File: src/rtl/net_pkg.sv
// Shared Ethernet RX/TX definitions: receive FSM states, framing constants, byte-wise CRC32.
// Latency: n/a (types, constants and a combinational function only).
// Backpressure: n/a.
package net_pkg;

    typedef enum logic [2:0] {
        IDLE,
        PRE,
        DATA,
        END,
        DROP
    } rx_state_e;

    localparam logic [31:0] CRC_POLY    = 32'hEDB88320;
    localparam logic [31:0] CRC_INIT    = 32'hFFFFFFFF;
    localparam logic [31:0] CRC_RESIDUE = 32'hDEBB20E3;
    localparam logic [7:0]  PREAMBLE    = 8'h55;
    localparam logic [7:0]  SFD         = 8'hD5;

    // Reflected CRC32 over one byte, LSB first, no final inversion.
    function automatic logic [31:0] crc32_byte(input logic [31:0] crc, input logic [7:0] data);
        logic [31:0] c;
        c = crc;
        for (int i = 0; i < 8; i++) begin
            if (c[0] ^ data[i]) begin
                c = (c >> 1) ^ CRC_POLY;
            end else begin
                c = c >> 1;
            end
        end
        return c;
    endfunction

endpackage

File: src/rtl/net_rgmii_ddr_in.sv
// RGMII DDR capture: rising edge low nibble + RX_DV, falling edge high nibble + RX_DV^RX_ER.
// Latency: byte/dv/er presented on the rising edge after the rising edge that took the low nibble.
// Backpressure: none; ports: clk125, rst, rxctl, rxd[3:0] in; rx_byte[7:0], rx_dv, rx_er out.
module net_rgmii_ddr_in (
    input  logic       clk125,
    input  logic       rst,
    input  logic       rxctl,
    input  logic [3:0] rxd,
    output logic [7:0] rx_byte,
    output logic       rx_dv,
    output logic       rx_er
);

    logic [3:0] lo_q;
    logic       dv_q;
    logic [3:0] hi_q;
    logic       ctlf_q;
    logic [7:0] byte_q, byte_d;
    logic       dv_out_q, dv_out_d;
    logic       er_q, er_d;

    // dv flops reset high so that, after reset release, the receiver sees a
    // "frame in progress" and must observe dv low before it can sync to a
    // preamble. This keeps it from locking onto the middle of a frame.
    always_ff @(posedge clk125 or posedge rst) begin
        if (rst) begin
            lo_q <= 4'h0;
            dv_q <= 1'b1;
        end else begin
            lo_q <= rxd;
            dv_q <= rxctl;
        end
    end

    always_ff @(negedge clk125 or posedge rst) begin
        if (rst) begin
            hi_q   <= 4'h0;
            ctlf_q <= 1'b1;
        end else begin
            hi_q   <= rxd;
            ctlf_q <= rxctl;
        end
    end

    always_comb begin
        byte_d   = {hi_q, lo_q};
        dv_out_d = dv_q;
        er_d     = dv_q & ~ctlf_q;
    end

    always_ff @(posedge clk125 or posedge rst) begin
        if (rst) begin
            byte_q   <= 8'h00;
            dv_out_q <= 1'b1;
            er_q     <= 1'b0;
        end else begin
            byte_q   <= byte_d;
            dv_out_q <= dv_out_d;
            er_q     <= er_d;
        end
    end

    assign rx_byte = byte_q;
    assign rx_dv   = dv_out_q;
    assign rx_er   = er_q;

endmodule

File: src/rtl/net_rx.sv
// RGMII receive path: strips preamble/SFD, checks CRC32/length/RX_ER, removes FCS, streams payload.
// Latency: payload byte leaves 5 cycles after it enters the FCS delay line; status rides the last byte.
// Backpressure: none, consumer takes one byte per cycle. Ports: clk125, rst, rxctl, rxd[3:0] in;
// out_data[7:0], out_valid, out_sof, out_eof, out_ok out; NET_RX_STATS_EN adds stat_good/stat_bad[15:0].
module net_rx
    import net_pkg::*;
#(
    parameter int MAX_LEN = 1522,
    parameter int MIN_LEN = 64,
    parameter int MAX_PRE = 7
) (
    input  logic        clk125,
    input  logic        rst,
    input  logic        rxctl,
    input  logic [3:0]  rxd,
    output logic [7:0]  out_data,
    output logic        out_valid,
    output logic        out_sof,
    output logic        out_eof,
    output logic        out_ok
`ifdef NET_RX_STATS_EN
    ,
    output logic [15:0] stat_good,
    output logic [15:0] stat_bad
`endif
);

    localparam logic [10:0] MAX_LEN_W = 11'(MAX_LEN);
    localparam logic [10:0] MIN_LEN_W = 11'(MIN_LEN);
    localparam logic [3:0]  MAX_PRE_W = 4'(MAX_PRE);

    logic [7:0] in_byte;
    logic       in_dv;
    logic       in_er;

    net_rgmii_ddr_in u_ddr (
        .clk125  (clk125),
        .rst     (rst),
        .rxctl   (rxctl),
        .rxd     (rxd),
        .rx_byte (in_byte),
        .rx_dv   (in_dv),
        .rx_er   (in_er)
    );

    rx_state_e       state_q, state_d;
    logic [3:0]      pre_cnt_q, pre_cnt_d;
    logic [31:0]     crc_q, crc_d;
    logic [10:0]     len_q, len_d;
    logic            er_seen_q, er_seen_d;
    logic            first_q, first_d;
    logic [4:0][7:0] dly_q, dly_d;       // [0] newest, [4] oldest
    logic [7:0]      out_data_q, out_data_d;
    logic            out_valid_q, out_valid_d;
    logic            out_sof_q, out_sof_d;
    logic            out_eof_q, out_eof_d;
    logic            out_ok_q, out_ok_d;

    logic dly_full;
    logic frame_ok;

    always_comb begin
        state_d     = state_q;
        pre_cnt_d   = pre_cnt_q;
        crc_d       = crc_q;
        len_d       = len_q;
        er_seen_d   = er_seen_q;
        first_d     = first_q;
        dly_d       = dly_q;
        out_data_d  = out_data_q;
        out_valid_d = 1'b0;
        out_sof_d   = 1'b0;
        out_eof_d   = 1'b0;
        out_ok_d    = 1'b0;

        // len never decreases within a frame, so len >= 5 means the delay line is full.
        dly_full = (len_q >= 11'd5);
        frame_ok = (crc_q == CRC_RESIDUE) && !er_seen_q &&
                   (len_q >= MIN_LEN_W) && (len_q <= MAX_LEN_W);

        case (state_q)
            IDLE, END: begin
                if (state_q == END) begin
                    // Oldest held entry is the last payload byte; the other four are FCS.
                    if (dly_full) begin
                        out_valid_d = 1'b1;
                        out_data_d  = dly_q[4];
                        out_sof_d   = first_q;
                        out_eof_d   = 1'b1;
                        out_ok_d    = frame_ok;
                    end
                    first_d = 1'b0;
                    state_d = IDLE;
                end
                // END is also the first idle cycle, so a preamble that starts
                // right after a one-cycle dv gap is not lost.
                if (in_dv) begin
                    if (in_byte == PREAMBLE) begin
                        state_d   = PRE;
                        pre_cnt_d = 4'd1;
                    end else begin
                        state_d = DROP;
                    end
                end
            end
            PRE: begin
                if (!in_dv) begin
                    state_d = IDLE;
                end else if (in_byte == PREAMBLE) begin
                    if (pre_cnt_q < MAX_PRE_W) begin
                        pre_cnt_d = pre_cnt_q + 4'd1;
                    end else begin
                        state_d = DROP;
                    end
                end else if (in_byte == SFD) begin
                    state_d   = DATA;
                    crc_d     = CRC_INIT;
                    len_d     = 11'd0;
                    er_seen_d = 1'b0;
                    first_d   = 1'b1;
                end else begin
                    state_d = DROP;
                end
            end
            DATA: begin
                if (in_dv) begin
                    crc_d     = crc32_byte(crc_q, in_byte);
                    len_d     = (len_q == 11'h7FF) ? len_q : len_q + 11'd1;
                    er_seen_d = er_seen_q | in_er;
                    dly_d     = {dly_q[3:0], in_byte};
                    if (dly_full) begin
                        out_valid_d = 1'b1;
                        out_data_d  = dly_q[4];
                        out_sof_d   = first_q;
                        first_d     = 1'b0;
                    end
                end else begin
                    state_d = END;
                end
            end
            DROP: begin
                if (!in_dv) begin
                    state_d = IDLE;
                end
            end
            default: state_d = IDLE;
        endcase
    end

    always_ff @(posedge clk125 or posedge rst) begin
        if (rst) begin
            state_q     <= IDLE;
            pre_cnt_q   <= 4'd0;
            crc_q       <= CRC_INIT;
            len_q       <= 11'd0;
            er_seen_q   <= 1'b0;
            first_q     <= 1'b0;
            dly_q       <= '0;
            out_data_q  <= 8'h00;
            out_valid_q <= 1'b0;
            out_sof_q   <= 1'b0;
            out_eof_q   <= 1'b0;
            out_ok_q    <= 1'b0;
        end else begin
            state_q     <= state_d;
            pre_cnt_q   <= pre_cnt_d;
            crc_q       <= crc_d;
            len_q       <= len_d;
            er_seen_q   <= er_seen_d;
            first_q     <= first_d;
            dly_q       <= dly_d;
            out_data_q  <= out_data_d;
            out_valid_q <= out_valid_d;
            out_sof_q   <= out_sof_d;
            out_eof_q   <= out_eof_d;
            out_ok_q    <= out_ok_d;
        end
    end

    assign out_data  = out_data_q;
    assign out_valid = out_valid_q;
    assign out_sof   = out_sof_q;
    assign out_eof   = out_eof_q;
    assign out_ok    = out_ok_q;

`ifdef NET_RX_STATS_EN
    logic [15:0] stat_good_q, stat_good_d;
    logic [15:0] stat_bad_q, stat_bad_d;
    logic        drop_from_pre;

    assign drop_from_pre = (state_q == PRE) && (state_d == DROP);

    // Counters step on the same edge that presents the eof byte.
    always_comb begin
        stat_good_d = stat_good_q;
        stat_bad_d  = stat_bad_q;
        if (out_eof_d && out_ok_d && (stat_good_q != 16'hFFFF)) begin
            stat_good_d = stat_good_q + 16'd1;
        end
        if (((out_eof_d && !out_ok_d) || drop_from_pre) && (stat_bad_q != 16'hFFFF)) begin
            stat_bad_d = stat_bad_q + 16'd1;
        end
    end

    always_ff @(posedge clk125 or posedge rst) begin
        if (rst) begin
            stat_good_q <= 16'd0;
            stat_bad_q  <= 16'd0;
        end else begin
            stat_good_q <= stat_good_d;
            stat_bad_q  <= stat_bad_d;
        end
    end

    assign stat_good = stat_good_q;
    assign stat_bad  = stat_bad_q;
`endif

endmodule

File: config.mk
export PLATFORM = sky130hd
export DESIGN_NAME = net_rx
export DESIGN_NICKNAME = d
export VERILOG_FILES = /design/src/rtl/net_pkg.sv /design/src/rtl/net_rgmii_ddr_in.sv /design/src/rtl/net_rx.sv
export SDC_FILE = /design/constraint.sdc
export NUM_CORES = 1
export LEC_CHECK = 0
export CAP_MARGIN = 30
export CORE_MARGIN = 4
export CORE_UTILIZATION = 45
export DETAILED_ROUTE_END_ITERATION = 16
export DONT_BUFFER_PORTS = 1
export HOLD_SLACK_MARGIN = 0.08
export SLEW_MARGIN = 0
export SYNTH_ARGS = -nofsm -noshare
export SYNTH_HDL_FRONTEND = slang
export SYNTH_SLANG_ARGS = --single-unit
File: constraint.sdc
create_clock -name clk125 -period 5.4 [get_ports clk125]
set_input_delay 1.08 -clock clk125 [delete_from_list [all_inputs] [get_ports clk125]]
set_output_delay 1.08 -clock clk125 [all_outputs]
set_load 0.02 [all_outputs]
# ---- Yosys cells after proc, flatten, opt, wreduce, memory -nomap -nowiden
# Index checks and enable logic that the tools add are counted.
# W data, S select, Z words.
dict set report word_totals {
  elab_cells 165
  regBits 124
  out_inout_bits 12
  in_bits 7
}
dict set report op_classes {
  n_lt_le_gt_ge 4
  n_bitwise 19
  n_addsub 2
  n_reduce_logical 17
  n_eq_ne 23
  n_mux 77
}
# operator n
set op_table {}
lappend op_table {{$mux W32} 26}
lappend op_table {{$not A13 Y14} 8}
lappend op_table {{$pmux W32 S2} 1}
lappend op_table {{$mux W11} 5}
lappend op_table {{$eq A32 B32 Y1 const B} 1}
lappend op_table {{$mux W3} 9}
lappend op_table {{$mux W8} 3}
lappend op_table {{$pmux W11 S2} 1}
lappend op_table {{$mux W1} 20}
lappend op_table {{$mux W4} 5}
lappend op_table {{$ne A2 B2 Y1 const B} 10}
lappend op_table {{$pmux W8 S2} 1}
lappend op_table {{$pmux W3 S4} 1}
lappend op_table {{$reduce_and A6 Y1} 2}
lappend op_table {{$add A11 B1 Y11 const B} 1}
lappend op_table {{$eq A11 B11 Y1 const B} 1}
lappend op_table {{$ge A11 B3 Y1 const B} 1}
lappend op_table {{$ge A11 B7 Y1 const B} 1}
lappend op_table {{$le A11 B11 Y1 const B} 1}
lappend op_table {{$eq A8 B7 Y1 const B} 1}
lappend op_table {{$eq A8 B8 Y1 const B} 1}
lappend op_table {{$pmux W4 S2} 1}
lappend op_table {{$xor A1 B1 Y1} 8}
lappend op_table {{$reduce_and A7 Y1} 1}
lappend op_table {{23 further kinds} 32}

# ---- Depth between registers and ports, before layout
# Gate-level depths: netlist of the first run.
dict set report logic_depth {
  word_depth 32
  mapped_depth 8
}

# ---- Modules after synthesis
# From an unflattened synthesis of the first run, not the netlist that was laid out.
dict set report hier_totals {
  cells_unflattened 536
  area_unflattened_um2 5723.0
}
# module n_inst cells_each area_per_inst_um2
set modules_own_cells {}
lappend modules_own_cells {net_rx 1 513 5197.5}
lappend modules_own_cells {net_rgmii_ddr_in 1 23 525.5}

==> results.env, run 1 <==
SYN_NETS=539
FIRSTDRTPASSITERS=5
KIND_OF_LAUNCH_POINT_OF_THE_WORST_SETUP_PATH='input port'
FLIP_FLOP_AND_LATCH_COUNT_AFTER_SYNTHESIS=124
TRITONCTS.NUM_BUFFERS=17
FINAL_ANTENNA_NET_COUNT=0
REPORT.FINAL.HOLD_VIOL_COUNT=0
HOLDBUFCOUNTCTS=0
CRIT_TYPE='input port to async pin'
COUNT_OF_VIAS_PLACED_BY_THE_DETAILED_ROUTER=3638
AVGROUTEDWIREPERCELL_UM=15.4
SYNTH_LARGEST_TYPE_AREA_FRACTION=0.379
TIMING.CRITICAL_PATH.SLOWEST_STAGE_CELL='sky130_fd_sc_hd__clkinvlp_4'
WORSTPATHARRIVAL_NS=1.40
GLOBALPLACE.CONGESTION=0.828
AREA_GROWTH_SYN_TO_LAYOUT_PCT=14.6
PLACEMENTROWS=40
CTS.REPAIR_TIMING.SETUP_BUFFER_COUNT=0
TOTAL_DIE_AREA_UM2=14300
SLOWEST_DELAY_NS=0.31
POWER_DENSITY_nW_PER_UM2=351
CRITICAL_PATH.MAX_FANOUT=23
SYNTH_ENABLE_FLOP_CELLS=0
COREAREA_UM2=12100
DIE-HEIGHT_UM=120
SYN-MEAN-INSTANCE-AREA_UM2=10.6
DETAIL_ROUTE.ITER0.VIOLATIONS=370
RSZ0062_AT_GRT='false'
GLOBAL_ROUTE.OVERFLOW_TOTAL=0
CRITICAL_PATH_REQUIRED_NS=3.23
YS_SEQ_AREA_FRAC=0.561
SETUP.WORST_PATH.END_CLASS='async pin'
MAX-CLOCK-PATH-BUFFERS=2
DIE_W_UM=120
WORST_PIN_SLEW_NS=0.775
POSTCTSRESIZEDCELLS=0
CLK-INSERTION-DELAY-LATE_NS=0.41
LOGIC_DEPTH_OF_THE_WORST_PATH_BUFFERS_INCLUDED=1
HTREE_LEVELS=4
TIMING.CLOCK.SKEW_NS=0.0213
MAX_SLEW_MARGIN=0.482
FINALNETCOUNT=544
GRT_PASS1_VIAS=3636
SYNTH_CELLS=528
MAX-VDD-IR-DROP_mV=0.282
POST-ROUTE-DRC-COUNT=0
TOTAL_ROUTED_LENGTH_UM=11000
GRT_FIRST_PASS_WIRELENGTH_UM=19000
FLOORPLAN.INITIALDENSITY=0.463
REPORT.FINAL.SETUP_VIOL=0
TOTAL_POWER_W=0.00226
N_ANTENNA_CELL=0
YS.FLOP_TYPE='sky130_fd_sc_hd__dfrtp_1'
DRV.MAX_CAP_VIOLATION_COUNT=0
SEQUENTIAL_CELL_AREA_UM2=3150
PORTBUFFERS=0
PLACE_HPWL_UM=7050
FF2FF_PATH_DEPTH=1
CLOCK_SINKS=124
SETUP_TNS_NS=0
NUMBER_OF_SYNTHESIS_WARNINGS=0
CTS-ROOT-BUF='sky130_fd_sc_hd__clkbuf_16'
AVGVIACOUNTPERCELL=5.10
ANTENNA_FOUND_INITIAL=0
DRIVE_GT1_FRAC=0.185
HOLD_CLASS='flip-flop to flip-flop'
SYNTHDOMINANTAREACELLTYPE='sky130_fd_sc_hd__dfrtp_1'
STATUS='finished, final reports clean'
CLOCK_TREE_FROM_TRITONCTS='done'
SYNTH_AREA_LEADERS='sky130_fd_sc_hd__dfrtp_1 (38%), sky130_fd_sc_hd__dfstp_2 (16%), sky130_fd_sc_hd__nand2_1 (8.9%), sky130_fd_sc_hd__xnor2_1 (5.6%), sky130_fd_sc_hd__xor2_1 (4.2%)'
POST_SYNTH_INSTANCE_AREA_UM2=5610
CP_CELL_SEQUENCE='clkinvlp_4'
CRITPATHBUFINV=1
TIMING.HOLD.WORST_PATH_DEPTH=0
CLK_PIN_SLEW_NS=0.05
YOSYSUNIQUECELLTYPES=52
GRT_MAX_DEGREE=58
MULTI_INPUT_AREA_UM2=2370
FINAL_MAX_SLEW_VIOL_COUNT=0
CPLARGESTDELAYFAMILY='buffers and inverters'
FINAL.FILL_COUNT=1094
IO-PIN-COUNT=19
GLOBAL_ROUTE.USAGE.TOTAL=0.169
SYNTHARSTFLOPSHARE=1.00
TOTAL_LEAKAGE_POWER_nW=2.99
## layout make-up
type,count,share of cell area
clock buffers,20,0.0710
clock inverters,13,0.0255
inverters,5,0.00350
multi-input cells,377,0.369
flip-flops and latches,124,0.489
well taps,168,0.0327
repair buffers,7,0.00876
## final timing paths
path / start / slack [ns] / end
max: rst / 1.83 / u_ddr.ctlf_q
min: u_ddr.lo_q[2] / 0.35 / u_ddr.rx_byte[2]
max reg2reg: u_ddr.ctlf_q / 2.04 / u_ddr.rx_er
min reg2reg: u_ddr.lo_q[2] / 0.35 / u_ddr.rx_byte[2]
max in group clk125: rxd[2] / 1.88 / u_ddr.hi_q[2]
min in group asynchronous: rst / 0.56 / dly_q[11]
## flip-flops by register name, indices dropped and copies added, names as in the netlist, 3 cells and up
name / count
out_data: 8
u_ddr.lo_q: 4
u_ddr.rx_byte: 8
dly_q: 40
u_ddr.hi_q: 4
state_q: 3
len_q: 11
pre_cnt_q: 4
crc_q: 32
## Yosys cell counts, types with 2 or more instances
master                     count
sky130_fd_sc_hd__nand2_1     133
sky130_fd_sc_hd__dfrtp_1      85
sky130_fd_sc_hd__nor2_1       46
sky130_fd_sc_hd__xnor2_1      36
sky130_fd_sc_hd__a21oi_1      35
sky130_fd_sc_hd__dfstp_2      35
sky130_fd_sc_hd__xor2_1       27
sky130_fd_sc_hd__clkbuf_1     14
sky130_fd_sc_hd__nand3_1      10
sky130_fd_sc_hd__mux2_2        8
sky130_fd_sc_hd__nor3_1        7
sky130_fd_sc_hd__xnor2_2       7
sky130_fd_sc_hd__inv_1         6
sky130_fd_sc_hd__nand4_1       6
sky130_fd_sc_hd__buf_2         5
sky130_fd_sc_hd__a31oi_1       4
sky130_fd_sc_hd__dfrtn_1       4
sky130_fd_sc_hd__ha_1          4
sky130_fd_sc_hd__o22a_1        4
sky130_fd_sc_hd__nand2b_1      3
sky130_fd_sc_hd__nand3b_1      3
sky130_fd_sc_hd__nor2b_1       3
sky130_fd_sc_hd__nor4_1        3
sky130_fd_sc_hd__nor4b_1       3
sky130_fd_sc_hd__xnor2_4       3
sky130_fd_sc_hd__a21o_1        2
sky130_fd_sc_hd__and3_1        2
sky130_fd_sc_hd__and4_1        2
sky130_fd_sc_hd__buf_1         2
sky130_fd_sc_hd__nand4b_1      2
sky130_fd_sc_hd__nor3b_1       2
sky130_fd_sc_hd__xor2_4        2
## cells by family after synthesis
family                     count (synthesis)  share of synthesized area
xor gates and xnor gates                  77                      0.150
buffers and inverters                     27                     0.0192
adders and majority gates                  4                    0.00892
AOI/OAI and AO/OA                         53                     0.0564
and+or+nand+nor                          234                      0.187
DFF                                      124                      0.561
muxes                                      9                     0.0178
## stage by stage
stage / util / cells / setup WS, ns / hold slack, ns / instance area [um^2]
after global routing: 0.531 / 714 / 1.77 / 0.368 / 6430
after detailed placement: 0.480 / 682 / 1.36 / 0.337 / 5810
after CTS: 0.531 / 714 / 1.81 / 0.350 / 6430
after global placement: 0.479 / 681 / 1.38 / 0.338 / 5800
after floorplan: - / 528 / 0.227 / 0.331 / 5610
final: 0.531 / 714 / 1.83 / 0.347 / 6430
## placed cells by master, fill, tap and decap left out, types with 8 or more instances in the layout
cell / count
sky130_fd_sc_hd__nand2_1: 133
sky130_fd_sc_hd__nor2_1: 45
sky130_fd_sc_hd__xor2_1: 27
sky130_fd_sc_hd__a21oi_1: 34
sky130_fd_sc_hd__clkbuf_16: 17
sky130_fd_sc_hd__dfrtp_1: 85
sky130_fd_sc_hd__mux2_2: 8
sky130_fd_sc_hd__nand3_1: 10
sky130_fd_sc_hd__xnor2_1: 36
sky130_fd_sc_hd__dfstp_2: 35
## layer usage
metal,GRT usage,part of all wire,vias up,wire [um]
li1,-,-,1754,-
met4,0.0551,0.014,0,158
met5,0,0,-,0
met1,0.241,0.49,1795,5400
met2,0.241,0.45,73,4950
met3,0.0594,0.045,16,498
## where the power goes
| group | leakage, nW | internal (W) | switching [W] |
|---|---|---|---|
| logic | 1.13 | 0.0000533 | 0.0000728 |
| clock network | 0.295 | 0.000755 | 0.000425 |
| registers | 1.56 | 0.000941 | 0.00000986 |
| total | 2.99 | 0.00175 | 0.000508 |
(Power assumes the default switching activity.)
==> run 2: changes to the inputs <==
==> constraint.sdc (replaced) <==
create_clock -name clk125 -period 3.25 [get_ports clk125]
set_input_delay 0.65 -clock clk125 [delete_from_list [all_inputs] [get_ports clk125]]
set_output_delay 0.65 -clock clk125 [all_outputs]
set_load 0.02 [all_outputs]
==> results.env, run 2 (synthesized netlist as in run 1, its figures left out) <==
STATUS='finished, final reports clean'
TOTAL_ROUTED_LENGTH_UM=11200
TOTAL_LEAKAGE_POWER_nW=3.00
CRIT-REG2REG-CAPTURE='u_ddr.rx_er'
GRT_FIRST_PASS_WIRELENGTH_UM=19400
FINAL_MAX_SLEW_VIOL_COUNT=0
DIE_W_UM=120
CP_CELL_SEQUENCE='nor2b_1'
REPORT.FINAL.HOLD_VIOL_COUNT=0
TIMING.CRITICAL_PATH.SLOWEST_STAGE_CELL='sky130_fd_sc_hd__dfstp_2'
AREA_GROWTH_SYN_TO_LAYOUT_PCT=14.1
TRITONCTS.NUM_BUFFERS=17
CRITICAL_PATH_REQUIRED_NS=3.56
WORSTPATHARRIVAL_NS=2.60
MAX_SLEW_MARGIN=0.486
CRITICAL_PATH.MAX_FANOUT=1
GRT_MAX_DEGREE=74
DRIVE_GT1_FRAC=0.181
CLK-INSERTION-DELAY-LATE_NS=0.42
TOTAL_DIE_AREA_UM2=14300
PORTBUFFERS=0
DRV.MAX_CAP_VIOLATION_COUNT=0
GRT_PASS1_VIAS=3774
CRIT_TYPE='flip-flop to flip-flop'
PLACE_HPWL_UM=7300
TIMING.CLOCK.SKEW_NS=0.0266
LARGEST-REGISTER='dly_q'
PLACEMENTROWS=40
STARTPOINT_OF_THE_WORST_REGISTER_TO_REGISTER_PATH='u_ddr.ctlf_q'
FINALNETCOUNT=546
PLACE_AREA_UM2=5820
N_ANTENNA_CELL=0
CLK_PIN_SLEW_NS=0.06
CTS.REPAIR_TIMING.SETUP_BUFFER_COUNT=0
CLOCK_POWER_SHARE=0.500
KIND_OF_LAUNCH_POINT_OF_THE_WORST_SETUP_PATH='flip-flop'
GLOBAL_ROUTE.USAGE.TOTAL=0.174
CRITPATHBUFINV=0
HOLDBUFCOUNTCTS=0
RSZ0062_AT_GRT='false'
MAX-VDD-IR-DROP_mV=0.388
GLOBAL_ROUTE.OVERFLOW_TOTAL=0
NETSWITCHINGPOWER_W=0.000785
POWER.SHARE.COMBINATIONAL=0.058
SWITCHING_SHARE=0.219
POST-ROUTE-DRC-COUNT=0
CLOCK_TREE_FROM_TRITONCTS='done'
FLOORPLAN.INITIALDENSITY=0.463
NUMPLACEDINSTANCES=684
POSTCTSRESIZEDCELLS=0
ANTENNA_FOUND_INITIAL=0
SEQPWRFRAC=0.441
FINAL_CELL_MIX='sky130_fd_sc_hd__nand2_1 (133), sky130_fd_sc_hd__dfrtp_1 (85), sky130_fd_sc_hd__nor2_1 (45)'
DETAIL_ROUTE.ITER0.VIOLATIONS=276
FF2FF_PATH_DEPTH=1
INTERNAL_POWER_W=0.00280
COUNT_OF_VIAS_PLACED_BY_THE_DETAILED_ROUTER=3610
SLOWEST_DELAY_NS=0.51
DIE-HEIGHT_UM=120
MAX-CLOCK-PATH-BUFFERS=2
HTREE_LEVELS=4
LARGESTREGISTERS='dly_q (40), crc_q (32), len_q (11)'
LAYOUT_COMMONEST_CELL='sky130_fd_sc_hd__nand2_1'
WORST_PIN_SLEW_NS=0.770
POWER_DENSITY_nW_PER_UM2=560
CTS-ROOT-BUF='sky130_fd_sc_hd__clkbuf_16'
AVGROUTEDWIREPERCELL_UM=15.6
GLOBALPLACE.CONGESTION=0.844
HOLD_CLASS='input port to async pin'
CPLARGESTDELAYFAMILY='flip-flops'
LARGEST_REG_FLOPS=40
IO-PIN-COUNT=19
FINAL_ANTENNA_NET_COUNT=0
SETUP.WORST_PATH.END_CLASS='flip-flop'
FINAL_CELL_COUNT_NO_FILL=716
REPORT.FINAL.SETUP_VIOL=0
FIRSTDRTPASSITERS=4
FINALINSTANCEAREA_UM2=6400
CLOCK_SINKS=124
COREAREA_UM2=12100
AVGVIACOUNTPERCELL=5.04
FF2FF_SETUP_SLACK_NS=0.95
==> run 2: stage by stage <==
stage	total power (W)	setup TNS (ns)	setup WS, ns	hold slack [ns]	utilization
global placement	0.00182	0	0.786	0.334	0.481
finish	0.00358	0	0.953	0.104	0.528
global route	0.00373	0	0.882	0.114	0.528
detailed placement	0.00182	0	0.772	0.340	0.481
floorplan	0.00178	-1.86	-0.418	0.331	-
CTS	0.00364	0	0.948	0.0915	0.528
==> run 2: worst max path at each step <==
| stage | cells past startpoint | to | slack [ns] | from |
|---|---|---|---|---|
| after detailed placement | 1 | u_ddr.ctlf_q | 0.77 | rst |
| final | 1 | u_ddr.rx_er | 0.95 | u_ddr.ctlf_q |
| after global routing | 5 | out_data[7] | 0.88 | len_q[8] |
| after floorplan | 1 | u_ddr.hi_q[0] | -0.42 | rst |
| after global placement | 1 | u_ddr.ctlf_q | 0.79 | rst |
| after CTS | 1 | u_ddr.rx_er | 0.95 | u_ddr.ctlf_q |
==> run 2: layout make-up <==
cell class,count,area [um^2]
inverter,5,22.5
multi-input combinational,377,2370
sequential,124,3150
clock inverter,8,40.0
clock buffer,25,539
fill,1097,5710
tap,168,210
timing repair buffer,9,67.6
==> run 2: layer usage <==
layer / wire [um] / global-route usage
met1: 5390 / 0.239
met2: 5050 / 0.257
met3: 421 / 0.0401
met4: 331 / 0.0945
met5: 0 / 0
==> run 2: power groups by stage <==
stage               clock network (W)  logic, W  registers (W)
floorplan                  0.00000385  0.000176        0.00160
global placement           0.00000385  0.000210        0.00160
detailed placement         0.00000385  0.000212        0.00161
CTS                           0.00185  0.000214        0.00158
global route                  0.00192  0.000233        0.00158
finish                        0.00179  0.000209        0.00158
